File: src/rtl/alu_issue_queue.sv
// First-word-fall-through operand/opcode FIFO sitting directly in front of alu_32bit.
// The head entry drives the ALU inputs; ready/valid decouple producer and consumer.
module alu_issue_queue #(
    parameter int WIDTH = 32,
    parameter int OPW   = 3,
    parameter int DEPTH = 4
) (
    input  logic                     clk,
    input  logic                     rst_n,
    input  logic                     flush,
    input  logic                     in_valid,
    output logic                     in_ready,
    input  logic [WIDTH-1:0]         in_a,
    input  logic [WIDTH-1:0]         in_b,
    input  logic [OPW-1:0]           in_opcode,
    output logic                     alu_valid,
    input  logic                     alu_ready,
    output logic [WIDTH-1:0]         alu_a,
    output logic [WIDTH-1:0]         alu_b,
    output logic [OPW-1:0]           alu_opcode,
    output logic [$clog2(DEPTH):0]   count
);

    localparam int AW = $clog2(DEPTH);
    localparam int CW = AW + 1;
    localparam logic [CW-1:0] FULL = CW'(DEPTH);

    logic [WIDTH-1:0] a_mem  [DEPTH];
    logic [WIDTH-1:0] b_mem  [DEPTH];
    logic [OPW-1:0]   op_mem [DEPTH];

    logic [AW-1:0] wr_ptr;
    logic [AW-1:0] rd_ptr;
    logic [CW-1:0] cnt;
    logic          push;
    logic          pop;

    // Handshake: a transfer happens on the rising edge where valid & ready are both 1.
    // in_ready depends only on registered state and flush, never on alu_ready, so a
    // full queue refuses a push even in a cycle where the head is being popped.
    assign in_ready  = (cnt != FULL) && !flush;
    assign alu_valid = (cnt != '0);
    assign push      = in_valid && in_ready;
    assign pop       = alu_valid && alu_ready;
    assign count     = cnt;

    assign alu_a      = alu_valid ? a_mem[rd_ptr]  : '0;
    assign alu_b      = alu_valid ? b_mem[rd_ptr]  : '0;
    assign alu_opcode = alu_valid ? op_mem[rd_ptr] : '0;

    // Storage is deliberately left out of reset; the zero-gating above hides stale data.
    always_ff @(posedge clk) begin
        if (push) begin
            a_mem[wr_ptr]  <= in_a;
            b_mem[wr_ptr]  <= in_b;
            op_mem[wr_ptr] <= in_opcode;
        end
    end

    always_ff @(posedge clk or negedge rst_n) begin
        if (!rst_n) begin
            wr_ptr <= '0;
            rd_ptr <= '0;
            cnt    <= '0;
        end else if (flush) begin
            wr_ptr <= '0;
            rd_ptr <= '0;
            cnt    <= '0;
        end else begin
            if (push) wr_ptr <= wr_ptr + AW'(1);
            if (pop)  rd_ptr <= rd_ptr + AW'(1);
            case ({push, pop})
                2'b10:   cnt <= cnt + CW'(1);
                2'b01:   cnt <= cnt - CW'(1);
                default: cnt <= cnt;
            endcase
        end
    end

    a_no_overflow: assert property (@(posedge clk) disable iff (!rst_n)
        !(push && cnt == FULL));
    a_no_underflow: assert property (@(posedge clk) disable iff (!rst_n)
        !(pop && cnt == '0));

endmodule

File: config.mk
export PLATFORM = sky130hd
export DESIGN_NAME = alu_issue_queue
export DESIGN_NICKNAME = d
export VERILOG_FILES = /design/src/rtl/alu_issue_queue.sv
export SDC_FILE = /design/constraint.sdc
export NUM_CORES = 1
export LEC_CHECK = 0
export CORE_ASPECT_RATIO = 2
export CORE_UTILIZATION = 59
export DETAILED_ROUTE_END_ITERATION = 7
export HOLD_SLACK_MARGIN = 0.1
export PLACE_DENSITY = 0.89
export SYNTH_ARGS = -nofsm -noshare
export SYNTH_HDL_FRONTEND = slang
export SYNTH_SLANG_ARGS = --single-unit
File: constraint.sdc
create_clock -name clk -period 8.67 [get_ports clk]
set_input_delay 2.601 -clock clk [delete_from_list [all_inputs] [get_ports clk]]
set_output_delay 2.601 -clock clk [all_outputs]
set_load 0.02 [all_outputs]
* Word-level counts from Yosys, hierarchy flattened
Memories as Yosys holds them, arrays and structs flattened. Index checks and enable logic that the tools add are counted.
Operators by class: add/subtract/negate cells 4, eq/ne operators 3, mux-type cells 11, reductions and logical operators 8
Operator list (number):
- $mux 32 | 2
- $mux 2 | 4
- $mux 3 | 2
- $pmux 3 s2 | 1
- $reduce_bool 3->1 | 2
- $add 2x1->2 const B | 2
- $reduce_bool 2->1 | 2
- $add 3x1->3 const B | 1
- $logic_and 1x1->1 | 3
- $ne 3x3->1 const B | 1
- $sub 3x1->3 const B | 1
- $eq 2x1->1 const B | 1
- $eq 2x2->1 const B | 1
- $mux 1 | 2
- $logic_not 1->1 | 1
Word-level totals: register bits 7, RAM bits 268, input port bits 72, output and inout port bits 72, logic and storage cells 32, memories 3
Memory list:
- a_mem | words 4, bits a word 32, rd ports 1, clocked after Yosys merged registers in 0, wr ports 1, line 28 | logic [WIDTH-1:0] a_mem [DEPTH];
- b_mem | words 4, bits a word 32, rd ports 1, clocked after Yosys merged registers in 0, wr ports 1, line 29 | logic [WIDTH-1:0] b_mem [DEPTH];
- op_mem | words 4, bits a word 3, rd ports 1, clocked after Yosys merged registers in 0, wr ports 1, line 30 | logic [OPW-1:0] op_mem [DEPTH];

* Longest topological paths before layout
Gate-level depths: netlist (run 1).
depth after elaboration 6, depth in mapped cells 8, mapped depth without buffers 6

* Worst setup path after synthesis (run 1)
No wires, ideal clock.
path kind input port to output port, start point input flush, end point output in_ready, arrival time 3.130 ns, data required time 6.069 ns, setup slack 2.939 ns, stages 2, buffers on the path 1, path through clkbuf_1 -> a21oi_1
Between the ends: word-level cells in the longest chain between the ends 2
RTL lines:
- start, declared | line 10 | input logic flush,
- $logic_not 1->1 | line 41 | assign in_ready = (cnt != FULL) && !flush;
- $logic_and 1x1->1 | line 41
- end, declared | line 12 | output logic in_ready,
Every way passes these cells.

* Worst setup path after layout (run 1)
Same ends and word-level chain as after synthesis.

==> results of run 1 <==
stage by stage:
step                total power, mW  util (%)  worst slack (ps)  instance area (sq um)  hold slack [ps]
floorplan                      2.33         -              2940                  10600              562
global placement               2.77      69.0              2050                  12200              584
detailed placement             2.80      69.0              2010                  12200              622
CTS                            3.80      73.1              2020                  12900              632
global route                   3.91      73.1              1930                  12900              657
finish                         3.76      73.1              2010                  12900              628
how the worst max path moves through the flow:
| stage | cells after the start | slack, ps | end |
|---|---|---|---|
| 4_1_cts | 3 | 2020 | in_ready |
| 5_1_grt | 3 | 1930 | in_ready |
| 2_1_floorplan | 2 | 2940 | in_ready |
| 3_3_place_gp | 3 | 2050 | in_ready |
| 6_report | 3 | 2010 | in_ready |
| 3_5_place_dp | 3 | 2010 | in_ready |
cells by family after synthesis:
| group | share of synthesized area, % |
|---|---|
| flops | 77.4 |
| fa+ha+maj | 0.660 |
| xor+xnor | 0.401 |
| buf+inv | 1.45 |
| simple gates | 4.95 |
| mux | 14.4 |
| compound gates | 0.683 |
per-layer routing:
layer	up-vias	global-route usage [%]	wire length, microns
li1	2213	-	-
met1	2548	25.0	6900
met2	151	38.6	10600
met3	48	3.24	821
met4	0	8.32	666
met5	-	0	0
placed cells by master (no fill, tap or decap), drive strengths merged, types with 2 or more instances in the layout:
| cell type | n |
|---|---|
| a21oi | 3 |
| and2 | 71 |
| bufinv | 2 |
| clkbuf | 32 |
| clkdlybuf4s50 | 143 |
| clkinv | 5 |
| dfrtp | 7 |
| edfxtp | 268 |
| ha | 4 |
| inv | 6 |
| mux4 | 67 |
| nand2 | 2 |
| nand2b | 2 |
| nor2 | 7 |
| o21ai | 2 |
| xor2 | 3 |
worst reg2reg max path: cells and delay by family (launching register included):
| family | cells | cell delay, ps |
|---|---|---|
| DFF | 1 | 460 |
| and+or+nand+nor | 3 | 1390 |
| AOI/OAI and AO/OA | 2 | 320 |
| adders and majority gates | 1 | 420 |
layout make-up:
class	count	area, sq um
sequential	275	8230
fill	1005	4770
multi-input combinational	174	2250
timing repair buffer	144	1440
clock buffer	32	629
tap	213	267
clock inverter	9	100
inverter	4	15.0
power breakdown:
group / switching [mW] / leakage (nW) / internal, mW / total (mW)
logic: 0.544 / 1.22 / 0.573 / 1.12
clock network: 0.432 / 0.360 / 0.569 / 1.00
registers: 0.0897 / 2.52 / 1.55 / 1.64
flip-flops by register name (all words and copies together) (netlist names):
name,cells
rd_ptr,2
b_mem,128
count,3
op_mem,12
wr_ptr,2
a_mem,128
==> results.yml, run 1 <==
synthesis:
  ys_async_sr_fraction_pct: 2.55
  synth_ff_type: "edfxtp_1"
  yosysTopAreaCellShare_pct: 75.8
  synth_cell_types: 32
  synth_edf_count: 268
  synthTopCellsByCount: "edfxtp_1, and2_1, mux4_2, clkbuf_1, buf_2"
  yosys_warnings: 0
  yosysTopAreaCell: "edfxtp_1"
  netlist_area_sq_um: 10600
  yosysMostFrequentCell: "edfxtp_1"
  synth_cells: 479
  synthTopCellsByArea: "edfxtp_1, mux4_2, and2_1, dfrtp_1, ha_1"
  ys_seq_elements: 275
  synth_area_per_cell_sq_um: 22.2
  syn_nets: 556
  ys_seq_area_share_pct: 77.4
sta:
  period_share_pct: 76.9
  worst_slew_pin_slew_ps: 1190
  slew_violations: 0
  setup_tns_ps: 0
  hold_viol: 0
  skew_ps: 8.78
  fmax_mhz: 150
  relSlewSlack_pct: 20.9
  rsz0062_at_grt: "no"
  setup_viol: 0
  period_minus_slack_ps: 6660
outcome:
  status: "finished, final reports clean"
worst_setup_path:
  reg2reg_slack_ps: 6020
  slowest_stage: "clkdlybuf4s50_1"
  critPathBufInv: 2
  required_ps: 6070
  startpoint_type: "input port"
  worstSetupStartpoint: "flush"
  cp_top_family: "buffers and inverters"
  r2r_start: "count[1]$_DFFE_PN0P_"
  cp.arrival_ps: 4060
  path_common_cell: "clkdlybuf4s50_1"
  rr_endpoint: "count[2]$_DFFE_PN0P_"
  cp-end-kind: "output pin"
  r2r_cells: 6
  cp_cell_sequence: "clkdlybuf4s50_1 > a21oi_1 > clkdlybuf4s50_1"
  critPathMaxStageDelay_ps: 630
  cp_max_fo: 11
  crit_type: "in -> out"
floorplan:
  io_pins: 144
  core_region_area_sq_um: 17700
  initial_utilization_pct: 60.0
  rows: 69
  die-area_sq_um: 18600
  die_w_microns: 96.9
  die_h_microns: 192
route:
  dr_total_vias: 4960
  first_pass_iters: 6
  drtAntennaViolNets: 0
  wirelength_microns: 19000
  wl_per_cell_microns: 22.3
  drc: 0
  drt_first_iter_violations: 258
  viasPerCell: 5.83
clock_tree:
  cts.htree.levels: 1
  clock_path_buffers: 3
  ctsResizeCount: 0
  clk_pin_slew_ps: 60
  cts_sinks: 275
  ctsHoldBuffers: 0
  cts_tree: "built"
  clock_latency_ps: 500
  numCtsBuffers: 23
  cts-root-buf: "clkbuf_16"
  cts_setup_buffers: 0
worst_hold_path:
  hold_end: "wr_ptr[0]$_DFFE_PN0P_"
  hold_path_startpoint: "wr_ptr[0]$_DFFE_PN0P_"
  hold_depth: 2
  hold_class: "reg -> reg"
place:
  io_buffer_count: 143
  dp_cells: 810
  dp_hpwl_microns: 11100
  routabilityCongestion: 0.749
global_route:
  grt_pass1_wl_microns: 29500
  grt_max_degree: 71
  globalRoute.totalOverflow: 0
  antenna_found_initial: 0
  grt_pass1_vias: 5347
  grtUsageTotal_pct: 21.1
layout:
  area_growth_pct: 21.8
  layout.nets: 699
  insertedDiodeCount: 0
  drive_gt1_share_pct: 17.4
  layoutNonFillerInstCount: 851
power:
  power_density_nw_per_um2: 291
  ir_drop_v: 0.000251
  cellLeakagePower_nw: 4.10
job:
  timing.max_cap.violations: 0
(Power assumes the default switching activity.)
==> run 2: changes to the inputs <==
--- a/config.mk
+++ b/config.mk
@@ -6,10 +6,10 @@
 export NUM_CORES = 1
 export LEC_CHECK = 0
 export CORE_ASPECT_RATIO = 2
-export CORE_UTILIZATION = 59
+export CORE_UTILIZATION = 55
 export DETAILED_ROUTE_END_ITERATION = 7
 export HOLD_SLACK_MARGIN = 0.1
-export PLACE_DENSITY = 0.89
+export PLACE_DENSITY = 0.84
 export SYNTH_ARGS = -nofsm -noshare
 export SYNTH_HDL_FRONTEND = slang
 export SYNTH_SLANG_ARGS = --single-unit
==> constraint.sdc (replaced) <==
create_clock -name clk -period 6.47 [get_ports clk]
set_input_delay 1.941 -clock clk [delete_from_list [all_inputs] [get_ports clk]]
set_output_delay 1.941 -clock clk [all_outputs]
set_load 0.02 [all_outputs]
==> run 2 against run 1 <==
Effect of this change: first-iteration DRC count down 11%; core utilization down 4.0 points; combinational power up 37%; global-route usage down 0.80 points.
==> results.yml, run 2 (synthesis results as in run 1) <==
outcome:
  status: "finished, final reports clean"
floorplan:
  initial_utilization_pct: 56.4
  core_region_area_sq_um: 18800
  die-area_sq_um: 19900
  die_h_microns: 198
  rows: 71
  die_w_microns: 100
  io_pins: 144
layout:
  fillCellCount: 1231
  final_cell_mix: "edfxtp_1, clkdlybuf4s50_1, mux4_2, and2_1, clkbuf_16"
  layout_commonest_cell: "edfxtp_1"
  largest_registers: "a_mem x128, b_mem x128, op_mem x12"
  drive_gt1_share_pct: 17.5
  layout.nets: 700
  area_growth_pct: 22.6
  insertedDiodeCount: 0
global_route:
  grt_max_degree: 69
  grtUsageTotal_pct: 20.3
  grt_pass1_wl_microns: 29900
  globalRoute.totalOverflow: 0
  grt_pass1_vias: 5490
  antenna_found_initial: 0
sta:
  hold_viol: 0
  fmax_mhz: 187
  slew_violations: 0
  period_share_pct: 82.6
  setup_viol: 0
  setup_tns_ps: 0
  period_minus_slack_ps: 5350
  worst_slew_pin_slew_ps: 1060
  skew_ps: 7.36
  relSlewSlack_pct: 29.3
  rsz0062_at_grt: "no"
clock_tree:
  ctsResizeCount: 0
  clock_latency_ps: 500
  cts-root-buf: "clkbuf_16"
  cts_setup_buffers: 0
  cts_sinks: 275
  cts_tree: "built"
  clk_pin_slew_ps: 70
  cts.htree.levels: 1
  ctsHoldBuffers: 0
  numCtsBuffers: 23
  clock_path_buffers: 3
power:
  pwr-share-comb_pct: 30.0
  power_density_nw_per_um2: 391
  p_seq_share_pct: 43.2
  power.total_mw: 5.09
  p_int_mw: 3.64
  p_sw_mw: 1.45
  ir_drop_v: 0.000333
  p_sw_share_pct: 28.5
  power_frac_clock_pct: 26.8
  cellLeakagePower_nw: 4.10
worst_setup_path:
  cp-end-kind: "output pin"
  critPathMaxStageDelay_ps: 630
  slowest_stage: "clkdlybuf4s50_1"
  required_ps: 4530
  crit_type: "in -> out"
  cp_cell_sequence: "clkdlybuf4s50_1 > a21oi_1 > clkdlybuf4s50_1"
  cp.arrival_ps: 3410
  cp_max_fo: 11
  path_common_cell: "clkdlybuf4s50_1"
  startpoint_type: "input port"
place:
  routabilityCongestion: 0.795
  dp_hpwl_microns: 11200
  io_buffer_count: 143
route:
  wirelength_microns: 19600
  dr_total_vias: 5042
  viasPerCell: 5.64
  drt_first_iter_violations: 230
  drc: 0
  drtAntennaViolNets: 0
  wl_per_cell_microns: 21.9
  first_pass_iters: 4
job:
  timing.max_cap.violations: 0
worst_hold_path:
  hold_class: "reg -> reg"
==> run 2: cell count changes in the layout (fill, tap and decap cells not counted) <==
cell,delta
clkbuf_8,-2
buf_12,+1
clkinv_1,-2
clkbuf_1,+2
inv_4,-1
inv_8,-1
clkinvlp_4,+3
bufinv_16,+1
==> run 2: final timing paths <==
kind | startpoint | to | slack [ps] | cells past startpoint
max | flush | in_ready | 1120 | 3
min | wr_ptr[0]$_DFFE_PN0P_ | wr_ptr[0]$_DFFE_PN0P_ | 630 | 2
max reg2reg | count[0]$_DFFE_PN0P_ | a_mem[3][12]$_DFFE_PP_ | 4040 | 3
min reg2reg | wr_ptr[0]$_DFFE_PN0P_ | wr_ptr[0]$_DFFE_PN0P_ | 630 | 2
max in group asynchronous | rst_n | rd_ptr[1]$_DFFE_PN0P_ | 4510 | 1
min in group asynchronous | rst_n | rd_ptr[0]$_DFFE_PN0P_ | 1690 | 1
==> run 2: layer usage <==
layer / vias up / share of wire (%) / track usage [%]
met5: - / 0 / 0
met4: 0 / 4.9 / 10.4
met3: 58 / 4.1 / 2.99
met2: 175 / 55 / 36.1
met1: 2591 / 36 / 23.7
li1: 2218 / - / -
==> run 2: layout make-up <==
type	count	area (sq um)	share of cell area [%]
clock buffers	32	609	4.68
multi-input cells	174	2250	17.3
clock inverters	9	128	0.981
repair buffers	145	1460	11.2
flip-flops and latches	275	8230	63.2
well taps	255	319	2.45
inverters	4	15.0	0.115
==> run 2: power by group through the flow <==
| stage | Clock (mW) | Combinational (mW) | Sequential, mW |
|---|---|---|---|
| floorplan | 0 | 0.963 | 2.15 |
| global placement | 0 | 1.51 | 2.23 |
| detailed placement | 0 | 1.54 | 2.24 |
| CTS | 1.39 | 1.55 | 2.20 |
| global route | 1.45 | 1.62 | 2.22 |
| finish | 1.37 | 1.53 | 2.20 |
==> run 2: per-stage QoR <==
stage	utilization (%)	hold slack [ps]	std cells	area, sq um	setup WS (ps)
floorplan	-	562	479	10600	2050
global placement	65.2	586	853	12300	1160
detailed placement	65.2	619	853	12300	1160
CTS	69.1	627	894	13000	1150
global route	69.1	676	894	13000	1050
finish	69.1	633	894	13000	1120
==> run 2: worst max-delay path, delay by kind of cell <==
kind	cells	cell delay, ps
buffers and inverters	2	1240
AOI/OAI and AO/OA	1	220
